## config.mk

```make
export PLATFORM = sky130hd
export DESIGN_NAME = dds_cmd_handler_mc
export DESIGN_NICKNAME = d
export VERILOG_FILES = /design/src/rtl/dds_cmd_handler_mc.sv
export SDC_FILE = /design/constraint.sdc
export NUM_CORES = 1
export LEC_CHECK = 0
export ABC_AREA = 0
export BUFFER_PORTS_ARGS = -buffer_cell sky130_fd_sc_hd__buf_2
export CORE_UTILIZATION = 30
export CTS_CLUSTER_SIZE = 40
export DETAILED_ROUTE_END_ITERATION = 7
export GPL_ROUTABILITY_DRIVEN = 0
export PLACE_DENSITY = 0.56
export SYNTH_ARGS = -nofsm -noshare
export SYNTH_HDL_FRONTEND = slang
export SYNTH_SLANG_ARGS = --single-unit
```

## constraint.sdc

```tcl
create_clock -name clk -period 3.7 [get_ports clk]
set_input_delay 0.185 -clock clk [delete_from_list [all_inputs] [get_ports clk]]
set_output_delay 0.185 -clock clk [all_outputs]
set_load 0.005 [all_outputs]
```

## src/rtl/dds_cmd_handler_mc.sv

```systemverilog
// Multi-channel DDS command handler: shadow/active config regs with synchronous commit.
// Optional DDS_CMD_LEN_CHECK_EN drops bad-length commands and counts them.
module dds_cmd_handler_mc #(
  parameter int          NUM_CH       = 4,
  parameter int          FREQ_W       = 32,
  parameter int          PHASE_W      = 32,
  parameter int          WAVE_W       = 3,
  parameter int          AMP_W        = 12,
  parameter logic [7:0]  CFG_TYPE     = 8'hFD,
  parameter logic [7:0]  SYNC_TYPE    = 8'hFE,
  parameter logic [31:0] DEFAULT_FREQ = 32'd21474836
) (
  input  logic                      clk,
  input  logic                      rst,
  input  logic [7:0]                cmd_type,
  input  logic [15:0]               cmd_length,
  input  logic [7:0]                cmd_data,
  input  logic [15:0]               cmd_data_index,
  input  logic                      cmd_start,
  input  logic                      cmd_data_valid,
  input  logic                      cmd_done,
  output logic                      cmd_ready,
  output logic [NUM_CH*WAVE_W-1:0]  wave_type,
  output logic [NUM_CH*FREQ_W-1:0]  freq_word,
  output logic [NUM_CH*PHASE_W-1:0] phase_word,
  output logic [NUM_CH*AMP_W-1:0]   amp_word,
  output logic [NUM_CH-1:0]         cfg_update,
  output logic [NUM_CH-1:0]         phase_sync,
  output logic [NUM_CH-1:0]         pending
`ifdef DDS_CMD_LEN_CHECK_EN
  ,
  output logic [7:0]                err_count,
  output logic                      err_pulse
`endif
);

  localparam int BUF_N = 13;

  typedef enum logic [2:0] {
    S_IDLE, S_RECV_CFG, S_RECV_SYNC, S_APPLY_CFG, S_APPLY_SYNC
  } state_t;

  state_t r_state, w_next;

  logic [7:0]         r_buf [BUF_N];
  logic [WAVE_W-1:0]  r_sh_wave  [NUM_CH];
  logic [FREQ_W-1:0]  r_sh_freq  [NUM_CH];
  logic [PHASE_W-1:0] r_sh_phase [NUM_CH];
  logic [AMP_W-1:0]   r_sh_amp   [NUM_CH];
  logic [WAVE_W-1:0]  r_ac_wave  [NUM_CH];
  logic [FREQ_W-1:0]  r_ac_freq  [NUM_CH];
  logic [PHASE_W-1:0] r_ac_phase [NUM_CH];
  logic [AMP_W-1:0]   r_ac_amp   [NUM_CH];
  logic [NUM_CH-1:0]  r_pend, r_upd, r_psync;

  logic               w_accept, w_recv, w_go;
  logic               w_do_cfg, w_do_sync, w_commit;
  logic [NUM_CH-1:0]  w_mask;
  logic [WAVE_W-1:0]  w_wave;
  logic [FREQ_W-1:0]  w_freq;
  logic [PHASE_W-1:0] w_phase;
  logic [AMP_W-1:0]   w_amp;
  logic               w_unused;

  assign w_accept = (r_state == S_IDLE) && cmd_start &&
                    ((cmd_type == CFG_TYPE) || (cmd_type == SYNC_TYPE));
  assign w_recv   = (r_state == S_RECV_CFG) || (r_state == S_RECV_SYNC);
  assign w_mask   = r_buf[0][NUM_CH-1:0];
  assign w_wave   = r_buf[1][WAVE_W-1:0];
  assign w_freq   = FREQ_W'({r_buf[2], r_buf[3], r_buf[4], r_buf[5]});
  assign w_phase  = PHASE_W'({r_buf[6], r_buf[7], r_buf[8], r_buf[9]});
  assign w_amp    = AMP_W'({r_buf[10], r_buf[11]});
  assign w_commit = r_buf[12][0];
  assign w_unused = ^{cmd_length, r_buf[0], r_buf[1], r_buf[10], r_buf[12]};

`ifdef DDS_CMD_LEN_CHECK_EN
  logic [15:0] r_len;
  logic [7:0]  r_err_cnt;
  logic        r_err_p;
  logic        w_apply;

  assign w_apply   = (r_state == S_APPLY_CFG) || (r_state == S_APPLY_SYNC);
  assign w_go      = (r_state == S_APPLY_CFG) ? (r_len == 16'd13)
                                              : (r_len == 16'd1);
  assign err_count = r_err_cnt;
  assign err_pulse = r_err_p;

  always_ff @(posedge clk) begin
    if (rst) begin
      r_len     <= '0;
      r_err_cnt <= '0;
      r_err_p   <= 1'b0;
    end else begin
      if (w_accept) r_len <= cmd_length;
      r_err_p <= w_apply && !w_go;
      if (w_apply && !w_go && (r_err_cnt != 8'hFF))
        r_err_cnt <= r_err_cnt + 8'd1;
    end
  end
`else
  assign w_go = 1'b1;
`endif

  assign w_do_cfg  = (r_state == S_APPLY_CFG)  && w_go;
  assign w_do_sync = (r_state == S_APPLY_SYNC) && w_go;

  always_ff @(posedge clk) begin
    if (rst) r_state <= S_IDLE;
    else     r_state <= w_next;
  end

  always_comb begin
    w_next = r_state;
    unique case (r_state)
      S_IDLE: begin
        if (w_accept)
          w_next = (cmd_type == CFG_TYPE) ? S_RECV_CFG : S_RECV_SYNC;
      end
      S_RECV_CFG:   if (cmd_done) w_next = S_APPLY_CFG;
      S_RECV_SYNC:  if (cmd_done) w_next = S_APPLY_SYNC;
      S_APPLY_CFG:  w_next = S_IDLE;
      S_APPLY_SYNC: w_next = S_IDLE;
      default:      w_next = S_IDLE;
    endcase
  end

  always_comb begin
    cmd_ready = (r_state != S_APPLY_CFG) && (r_state != S_APPLY_SYNC);
  end

  always_ff @(posedge clk) begin
    if (rst) begin
      for (int i = 0; i < BUF_N; i++) r_buf[i] <= '0;
      for (int n = 0; n < NUM_CH; n++) begin
        r_sh_wave[n]  <= '0;
        r_sh_freq[n]  <= DEFAULT_FREQ[FREQ_W-1:0];
        r_sh_phase[n] <= '0;
        r_sh_amp[n]   <= '1;
        r_ac_wave[n]  <= '0;
        r_ac_freq[n]  <= DEFAULT_FREQ[FREQ_W-1:0];
        r_ac_phase[n] <= '0;
        r_ac_amp[n]   <= '1;
      end
      r_pend  <= '0;
      r_upd   <= '0;
      r_psync <= '0;
    end else begin
      if (w_accept) begin
        for (int i = 0; i < BUF_N; i++) r_buf[i] <= '0;
      end else if (w_recv && cmd_data_valid && (cmd_data_index < 16'd13)) begin
        r_buf[cmd_data_index[3:0]] <= cmd_data;
      end
      for (int n = 0; n < NUM_CH; n++) begin
        if (w_do_cfg && w_mask[n]) begin
          r_sh_wave[n]  <= w_wave;
          r_sh_freq[n]  <= w_freq;
          r_sh_phase[n] <= w_phase;
          r_sh_amp[n]   <= w_amp;
          r_pend[n]     <= !w_commit;
          if (w_commit) begin
            r_ac_wave[n]  <= w_wave;
            r_ac_freq[n]  <= w_freq;
            r_ac_phase[n] <= w_phase;
            r_ac_amp[n]   <= w_amp;
          end
        end
        // all masked channels load on this one edge for a coherent start
        if (w_do_sync && w_mask[n]) begin
          r_ac_wave[n]  <= r_sh_wave[n];
          r_ac_freq[n]  <= r_sh_freq[n];
          r_ac_phase[n] <= r_sh_phase[n];
          r_ac_amp[n]   <= r_sh_amp[n];
          r_pend[n]     <= 1'b0;
        end
      end
      r_upd   <= ((w_do_cfg && w_commit) || w_do_sync) ? w_mask : '0;
      r_psync <= ((w_do_cfg && w_commit) || w_do_sync) ? w_mask : '0;
    end
  end

  always_comb begin
    wave_type  = '0;
    freq_word  = '0;
    phase_word = '0;
    amp_word   = '0;
    for (int n = 0; n < NUM_CH; n++) begin
      wave_type[n*WAVE_W +: WAVE_W]    = r_ac_wave[n];
      freq_word[n*FREQ_W +: FREQ_W]    = r_ac_freq[n];
      phase_word[n*PHASE_W +: PHASE_W] = r_ac_phase[n];
      amp_word[n*AMP_W +: AMP_W]       = r_ac_amp[n];
    end
  end

  assign cfg_update = r_upd;
  assign phase_sync = r_psync;
  assign pending    = r_pend;

endmodule

```

==> metrics.csv, run 1 <==
stage;metric;value;unit
status;status;finished, final reports clean;
route;drc_errors;0;
placed_design;place_area;0.0324;mm²
synthesis;synth-simple-area-share;0.139;
grt;overflow;0;
setup_path;critPathTopFamily;simple AND/OR/NAND/NOR gates;
layout;final_area;0.0352;mm²
sta;max_freq;0.354;GHz
grt;grt_pass1_vias;17713;
sta;rsz0062_at_grt;false;
route;drt_iter0_drc;1359;
sta;slew_headroom;0.313;
grt;grt_pass1_wl;120;mm
sta;finalSetupTns;0;ns
sta;finClkSkew;0.0389;ns
sta;period_minus_slack;2.82;ns
synthesis;avgSynthCellArea;15.0;µm²
clock_tree;clock_latency;0.65;ns
layout;final_core_util;0.368;
clock_tree;clock-sinks;727;
clock_tree;htreeDepth;3;
setup_path;cp_cell_sequence;xor2_1, o21ai_1, or3_4, o41ai_2, dlygate4sd3_1;
setup_path;cp-start-kind;flip-flop;
synthesis;muxShareOfSynthArea;0;
setup_path;critPathCaptureType;flip-flop;
setup_path;cp.depth;5;
synthesis;synthCells;1937;
clock_tree;cts_buffer_depth;3;
grt;antenna_found_initial;9;
layout;multi_input_area;0.00680;mm²
layout;register_area;0.0217;mm²
clock_tree;cts_setup_buffers;0;
die;core_area;0.0956;mm²
die;fp.dieArea;0.0984;mm²
power;ir_drop;0.000287;V
synthesis;synth_compound_area_frac;0.0897;
synthesis;synth_xor_area_frac;0.000601;
setup_path;critical_path_arrival;3.19;ns
job;maxCapViolations;0;
synthesis;yosysUniqueCellTypes;43;
clock_tree;root_buffer;clkbuf_16;
hold_path;hold_class;input port to flip-flop;
route;wl;83.9;mm
setup_path;cp_max_fo;32;
setup_path;worst_path_largest_cell_delay;0.63;ns
hold_path;holdPathStages;3;
clock_tree;cts_tree;built;
synthesis;synth_top_family_by_area;simple AND/OR/NAND/NOR gates;
route;first_pass_iters;5;
placed_design;hpwl;54.1;mm
clock_tree;numCtsBuffers;81;
die;initial_utilization;0.305;
clock_tree;post_cts_resized;0;
synthesis;yosys_warnings;0;
setup_path;rr_worst_depth;5;
synthesis;ys_ff_latch;727;
die;io_pins;382;
synthesis;synth_nets;1990;
sta;period_share;0.763;
setup_path;cp.required;4.07;ns
sta;drv_slew;0;
route;avgViaCountPerCell;4.85;
setup_path;cp_slowest_cell;or3_4;
setup_path;critPathBufInv;1;
route;ant_nets;0;
layout;final_layout_size_suffix_gt1_frac;0.255;
route;wl_per_cell;23.2;µm
setup_path;reg2reg_slack;0.88;ns
grt;grt.total_usage;0.168;
grt;grt_max_degree;96;
sta;setup_viol;0;
synthesis;synthAdderAreaFrac;0.000343;
setup_path;r2r_end;r_buf[12][0];
hold_path;hp-start;cmd_data[0];
hold_path;hold_end;r_buf[7][0];
power;powerDensity;510;mW/mm²
clock_tree;cts.reportedPaths.clkPinSlew;0.06;ns
placed_design;io_buffers;365;
die;rows;113;
layout;fill_cells;9154;
die;die_h;314;µm
setup_path;r2r_start;r_state[0];
sta;finalHoldViolations;0;
synthesis;ys_seq_area_frac;0.745;
setup_path;path_class;flip-flop to flip-flop;
sta;worst_pin_slew;1.03;ns
power;power.leakage;11.8;nW
layout;area_growth;20.7;%
layout;nets;2334;
synthesis;netlist_area;0.0291;mm²
route;dr_total_vias;17536;
die;die_x;314;µm
[area by class of cell]
cell class                 instances  share of cell area
tap                             1265              0.0450
clock buffer                     103              0.0623
sequential                       727               0.618
multi-input combinational       1056               0.193
timing repair buffer             414              0.0677
inverter                           1            0.000107
clock inverter                    46              0.0136
antenna                            3            0.000213
[Yosys cell counts, drive strengths merged]
cell type,n,area share
and4bb,1,0.00043
edfxtp,716,0.74
nor4,14,0.0047
nand2b,100,0.021
or2,1,0.00021
o21ai,2,0.00034
o32ai,1,0.00030
and3b,2,0.00060
buf,78,0.015
o211a,1,0.00034
nor4b,2,0.0011
a21oi,61,0.010
nor2b,2,0.00043
nand3,24,0.0041
clkbuf,75,0.0099
and2,227,0.049
o22a,72,0.022
dfxtp,11,0.0076
a41oi,1,0.00030
o41ai,1,0.00056
inv,1,0.00013
nand4,3,0.00064
or3,2,0.00043
nand3b,1,0.00026
o21ba,1,0.00034
o31ai,1,0.00026
xor2,2,0.00060
and4,4,0.0012
nor2,20,0.0026
a21o,19,0.0049
nand2,247,0.032
a22o,166,0.050
nor3,76,0.020
o21bai,1,0.00039
maj3,1,0.00034
[tightest hold or removal path: stages]
cell and delay, ns:
buf_2 0.22, nand2_1 0.10, nor3_1 0.04
[worst max-delay path by stage]
stage                  endpoint  slack [ns]       start
4_1_cts            r_buf[12][0]        0.87  r_state[0]
3_5_place_dp   r_ac_freq[0][18]        0.94  r_state[2]
3_3_place_gp     r_ac_amp[0][0]        1.01  r_state[2]
5_1_grt        r_ac_freq[0][15]        0.74  r_state[0]
6_report           r_buf[12][0]        0.88  r_state[0]
2_1_floorplan    r_ac_amp[0][0]        0.33  r_state[0]
[repair_timing]
action / 4_1_cts / 5_1_grt
endpoints found under the setup margin: 0 / 0
hold endpoints to repair: 6 / 0
hold buffers: 10 / 0
[placed cells by master, fill, tap and decap left out, types with 3 or more instances in the layout]
| cell | Yosys | final |
|---|---|---|
| edfxtp_1 | 716 | 716 |
| buf_2 | 32 | 365 |
| nand2_1 | 247 | 246 |
| and2_1 | 227 | 220 |
| a22o_1 | 166 | 166 |
| nand2b_1 | 100 | 100 |
| clkbuf_16 | 0 | 83 |
| o22a_1 | 72 | 72 |
| a21oi_1 | 61 | 60 |
| nor3_2 | 40 | 41 |
| nor3_1 | 36 | 35 |
| buf_4 | 18 | 26 |
| nand3_1 | 24 | 24 |
| nor2_1 | 20 | 20 |
| clkbuf_1 | 70 | 16 |
| clkinv_1 | 0 | 15 |
| buf_12 | 0 | 13 |
| a21o_1 | 19 | 11 |
| clkinv_2 | 0 | 11 |
| dfxtp_1 | 11 | 11 |
| dlygate4sd3_1 | 0 | 10 |
| a21o_4 | 0 | 8 |
| nor4_2 | 8 | 8 |
| bufinv_16 | 0 | 8 |
| and2_2 | 0 | 6 |
| nor4_1 | 6 | 6 |
| clkinvlp_4 | 0 | 5 |
| clkbuf_8 | 0 | 4 |
| diode_2 | 0 | 3 |
| and4_4 | 0 | 3 |
| nand4_1 | 3 | 3 |
[power by group]
part	internal, mW	switching [mW]	total (mW)
registers	9.22	0.158	9.38
logic	0.139	0.339	0.479
clock network	4.77	3.30	8.06
[state kept, by name, summed over array words and instances (netlist names), 12 cells and up]
name	count
r_sh_phase	128
r_ac_wave	12
r_sh_amp	48
r_buf	84
r_ac_freq	128
r_ac_amp	48
r_sh_wave	12
r_sh_freq	128
r_ac_phase	128
[routing by layer]
layer	track usage	up-vias	share of wire
li1	-	7917	-
met1	0.211	8809	0.41
met2	0.280	663	0.49
met3	0.0415	133	0.073
met4	0.0563	14	0.026
met5	0	-	0.0011
[kinds of logic (layout without fill, tap and decap cells)]
kind of cell | count (synthesis) | in the layout
buffers and inverters | 154 | 564
adders and majority gates | 1 | 1
other | 0 | 3
DFF | 727 | 727
and+or+nand+nor | 726 | 726
AOI/OAI and AO/OA | 327 | 327
xor gates and xnor gates | 2 | 2
[per-stage QoR]
| stage | setup WS (ns) | power (mW) | hold WS, ns | cells |
|---|---|---|---|---|
| floorplan | 0.329 | 9.70 | 0.281 | 1937 |
| global placement | 1.01 | 10.0 | 0.412 | 3453 |
| detailed placement | 0.939 | 10.0 | 0.425 | 3453 |
| CTS | 0.870 | 18.1 | 0.0257 | 3612 |
| global route | 0.737 | 18.5 | 0.0810 | 3612 |
| finish | 0.877 | 17.9 | 0.0717 | 3615 |
Note: power is estimated with default switching activity, not from simulation.
==> run 2, diff against run 1 <==
--- a/config.mk
+++ b/config.mk
@@ -5,7 +5,7 @@
 export SDC_FILE = /design/constraint.sdc
 export NUM_CORES = 1
 export LEC_CHECK = 0
-export ABC_AREA = 0
+export ABC_AREA = 1
 export BUFFER_PORTS_ARGS = -buffer_cell sky130_fd_sc_hd__buf_2
 export CORE_UTILIZATION = 30
 export CTS_CLUSTER_SIZE = 40
==> constraint.sdc (replaced) <==
create_clock -name clk -period 2.8 [get_ports clk]
set_input_delay 0.14 -clock clk [delete_from_list [all_inputs] [get_ports clk]]
set_output_delay 0.14 -clock clk [all_outputs]
set_load 0.005 [all_outputs]
==> metrics.csv, run 2 <==
stage;metric;value;unit
status;status;finished, final reports clean;
route;first_pass_iters;6;
sta;drv_slew;0;
synthesis;async_flop_share;0;
die;die_h;314;µm
power;ir_drop;0.000375;V
route;dr_total_vias;19248;
synthesis;yosysTopAreaCellShare;0.737;
grt;grt_max_degree;80;
route;ant_nets;0;
grt;grt_pass1_wl;130;mm
clock_tree;clock_latency;0.65;ns
power;power.leakage;12.9;nW
synthesis;yosysUniqueCellTypes;37;
layout;multi_input_area;0.00588;mm²
sta;period_minus_slack;2.43;ns
synthesis;synth_commonest_cells;edfxtp_1, nand2_1, nor2_1;
clock_tree;cts_setup_buffers;0;
layout;final_cells;4109;
clock_tree;post_cts_resized;0;
route;wl_per_cell;22.5;µm
placed_design;preCtsSetupSlack;0.325;ns
setup_path;crit_path_frequent_cell;nand2_1;
synthesis;synth_edf_count;716;
sta;period_share;0.866;
synthesis;synth_ff_type;edfxtp_1;
synthesis;synth-simple-area-share;0.139;
layout;register_area;0.0217;mm²
placed_design;io_buffers;365;
sta;setup_viol;0;
power;powerDensity;666;mW/mm²
synthesis;synth.most_common_cell;edfxtp_1;
sta;max_freq;0.412;GHz
die;die_x;314;µm
layout;area_growth;21.2;%
clock_tree;cts_tree;built;
layout;final_cell_mix;edfxtp_1, nand2_1, nor2_1;
hold_path;hold_class;input port to flip-flop;
synthesis;muxShareOfSynthArea;0;
layout;nets;2824;
setup_path;critPathCaptureType;flip-flop;
die;rows;114;
route;drc_errors;0;
setup_path;path_class;flip-flop to flip-flop;
setup_path;cp.required;3.10;ns
grt;overflow;0;
placed_design;dp.cells;3961;
die;core_area;0.0966;mm²
layout;final_layout_size_suffix_gt1_frac;0.214;
synthesis;synth_compound_area_frac;0.0584;
synthesis;ys_ff_latch;727;
sta;worst_pin_slew;1.09;ns
power;power.total;23.5;mW
synthesis;avgSynthCellArea;12.2;µm²
layout;final_common_cell;edfxtp_1;
clock_tree;cts_buffer_depth;3;
placed_design;hpwl;57.0;mm
die;io_pins;382;
synthesis;ys_top_cells_by_area;edfxtp_1, nand2_1, nor2_1;
job;maxCapViolations;0;
clock_tree;hold_buffers;6;
sta;finClkSkew;0.0278;ns
clock_tree;numCtsBuffers;78;
grt;grt_pass1_vias;18535;
die;initial_utilization;0.302;
synthesis;synthAdderAreaFrac;0;
synthesis;yosys.area.top_type;edfxtp_1;
die;fp.dieArea;0.0985;mm²
layout;fill_cells;9410;
sta;worst_slack;0.374;ns
synthesis;synth_top_family_by_area;simple AND/OR/NAND/NOR gates;
clock_tree;htreeDepth;3;
sta;finalHoldViolations;0;
route;wl;92.3;mm
setup_path;reg2reg_slack;0.37;ns
setup_path;cp_max_fo;9;
sta;slew_headroom;0.277;
sta;rsz0062_at_grt;false;
synthesis;synth_nets;2447;
clock_tree;root_buffer;clkbuf_16;
grt;grt.total_usage;0.185;
synthesis;netlist_area;0.0292;mm²
synthesis;synthCells;2394;
clock_tree;cts.reportedPaths.clkPinSlew;0.06;ns
route;drt_iter0_drc;1917;
setup_path;worst_path_largest_cell_delay;0.41;ns
setup_path;cp_cell_sequence;nor2_1, nand2_1, nor2_1, nand3_1, nand2_1, nor2_4, buf_4, nand3_4, nand2_1;
synthesis;synth_xor_area_frac;0;
setup_path;cp-start-kind;flip-flop;
grt;antenna_found_initial;3;
setup_path;cp_slowest_cell;dfxtp_1;
route;avgViaCountPerCell;4.68;
setup_path;critical_path_arrival;2.73;ns
synthesis;yosys_warnings;0;
synthesis;ys_seq_area_frac;0.745;
sta;whs;0.0854;ns
clock_tree;clock-sinks;727;
run 2: cell type report:
type | count | share of cell area
Antenna cell | 3 | 0.000212
Clock buffer | 92 | 0.0579
Clock inverter | 47 | 0.0139
Inverter | 263 | 0.0281
Multi-Input combinational cell | 1268 | 0.166
Sequential cell | 727 | 0.614
Tap cell | 1276 | 0.0452
Timing Repair Buffer | 433 | 0.0743
run 2: kinds of logic after synthesis:
family | Yosys count
flip-flops | 727
AO/OA/AOI/OAI | 303
AND/OR/NAND/NOR | 965
buffers and inverters | 399
run 2: per-stage QoR:
| step | setup TNS, ns | util | cell area [µm²] |
|---|---|---|---|
| after floorplan | -109.36 | - | 29200 |
| after global placement | 0 | 0.339 | 32800 |
| after detailed placement | 0 | 0.339 | 32800 |
| after CTS | 0 | 0.366 | 35400 |
| after global routing | 0 | 0.366 | 35400 |
| final | 0 | 0.366 | 35400 |
run 2: report_power, final:
part	switching [mW]	internal, mW	total (mW)	leakage [nW]
combinational	0.628	0.208	0.836	4.85
sequential	0.136	12.2	12.3	6.80
clock	4.45	5.92	10.4	1.23
run 2: per-layer routing:
metal | global-route usage | vias up | wire (µm)
li1 | - | 8903 | -
met1 | 0.240 | 9525 | 38400
met2 | 0.305 | 685 | 44400
met3 | 0.0399 | 131 | 7000
met4 | 0.0640 | 4 | 2490
met5 | 0 | - | 22
run 2: critical path, delay by kind of cell, from the launching register on:
kind / cells / cell delay, ns
buffers and inverters: 1 / 0.28
DFF: 1 / 0.41
and+or+nand+nor: 8 / 1.38
run 2: path summary, 6_finish.rpt:
kind / from / to / depth (start not counted)
min reg2reg: pending[1] / pending[1] / 2
min: cmd_start / r_state[1] / 7
max: r_state[1] / r_buf[9][0] / 9
max reg2reg: r_state[1] / r_buf[9][0] / 9
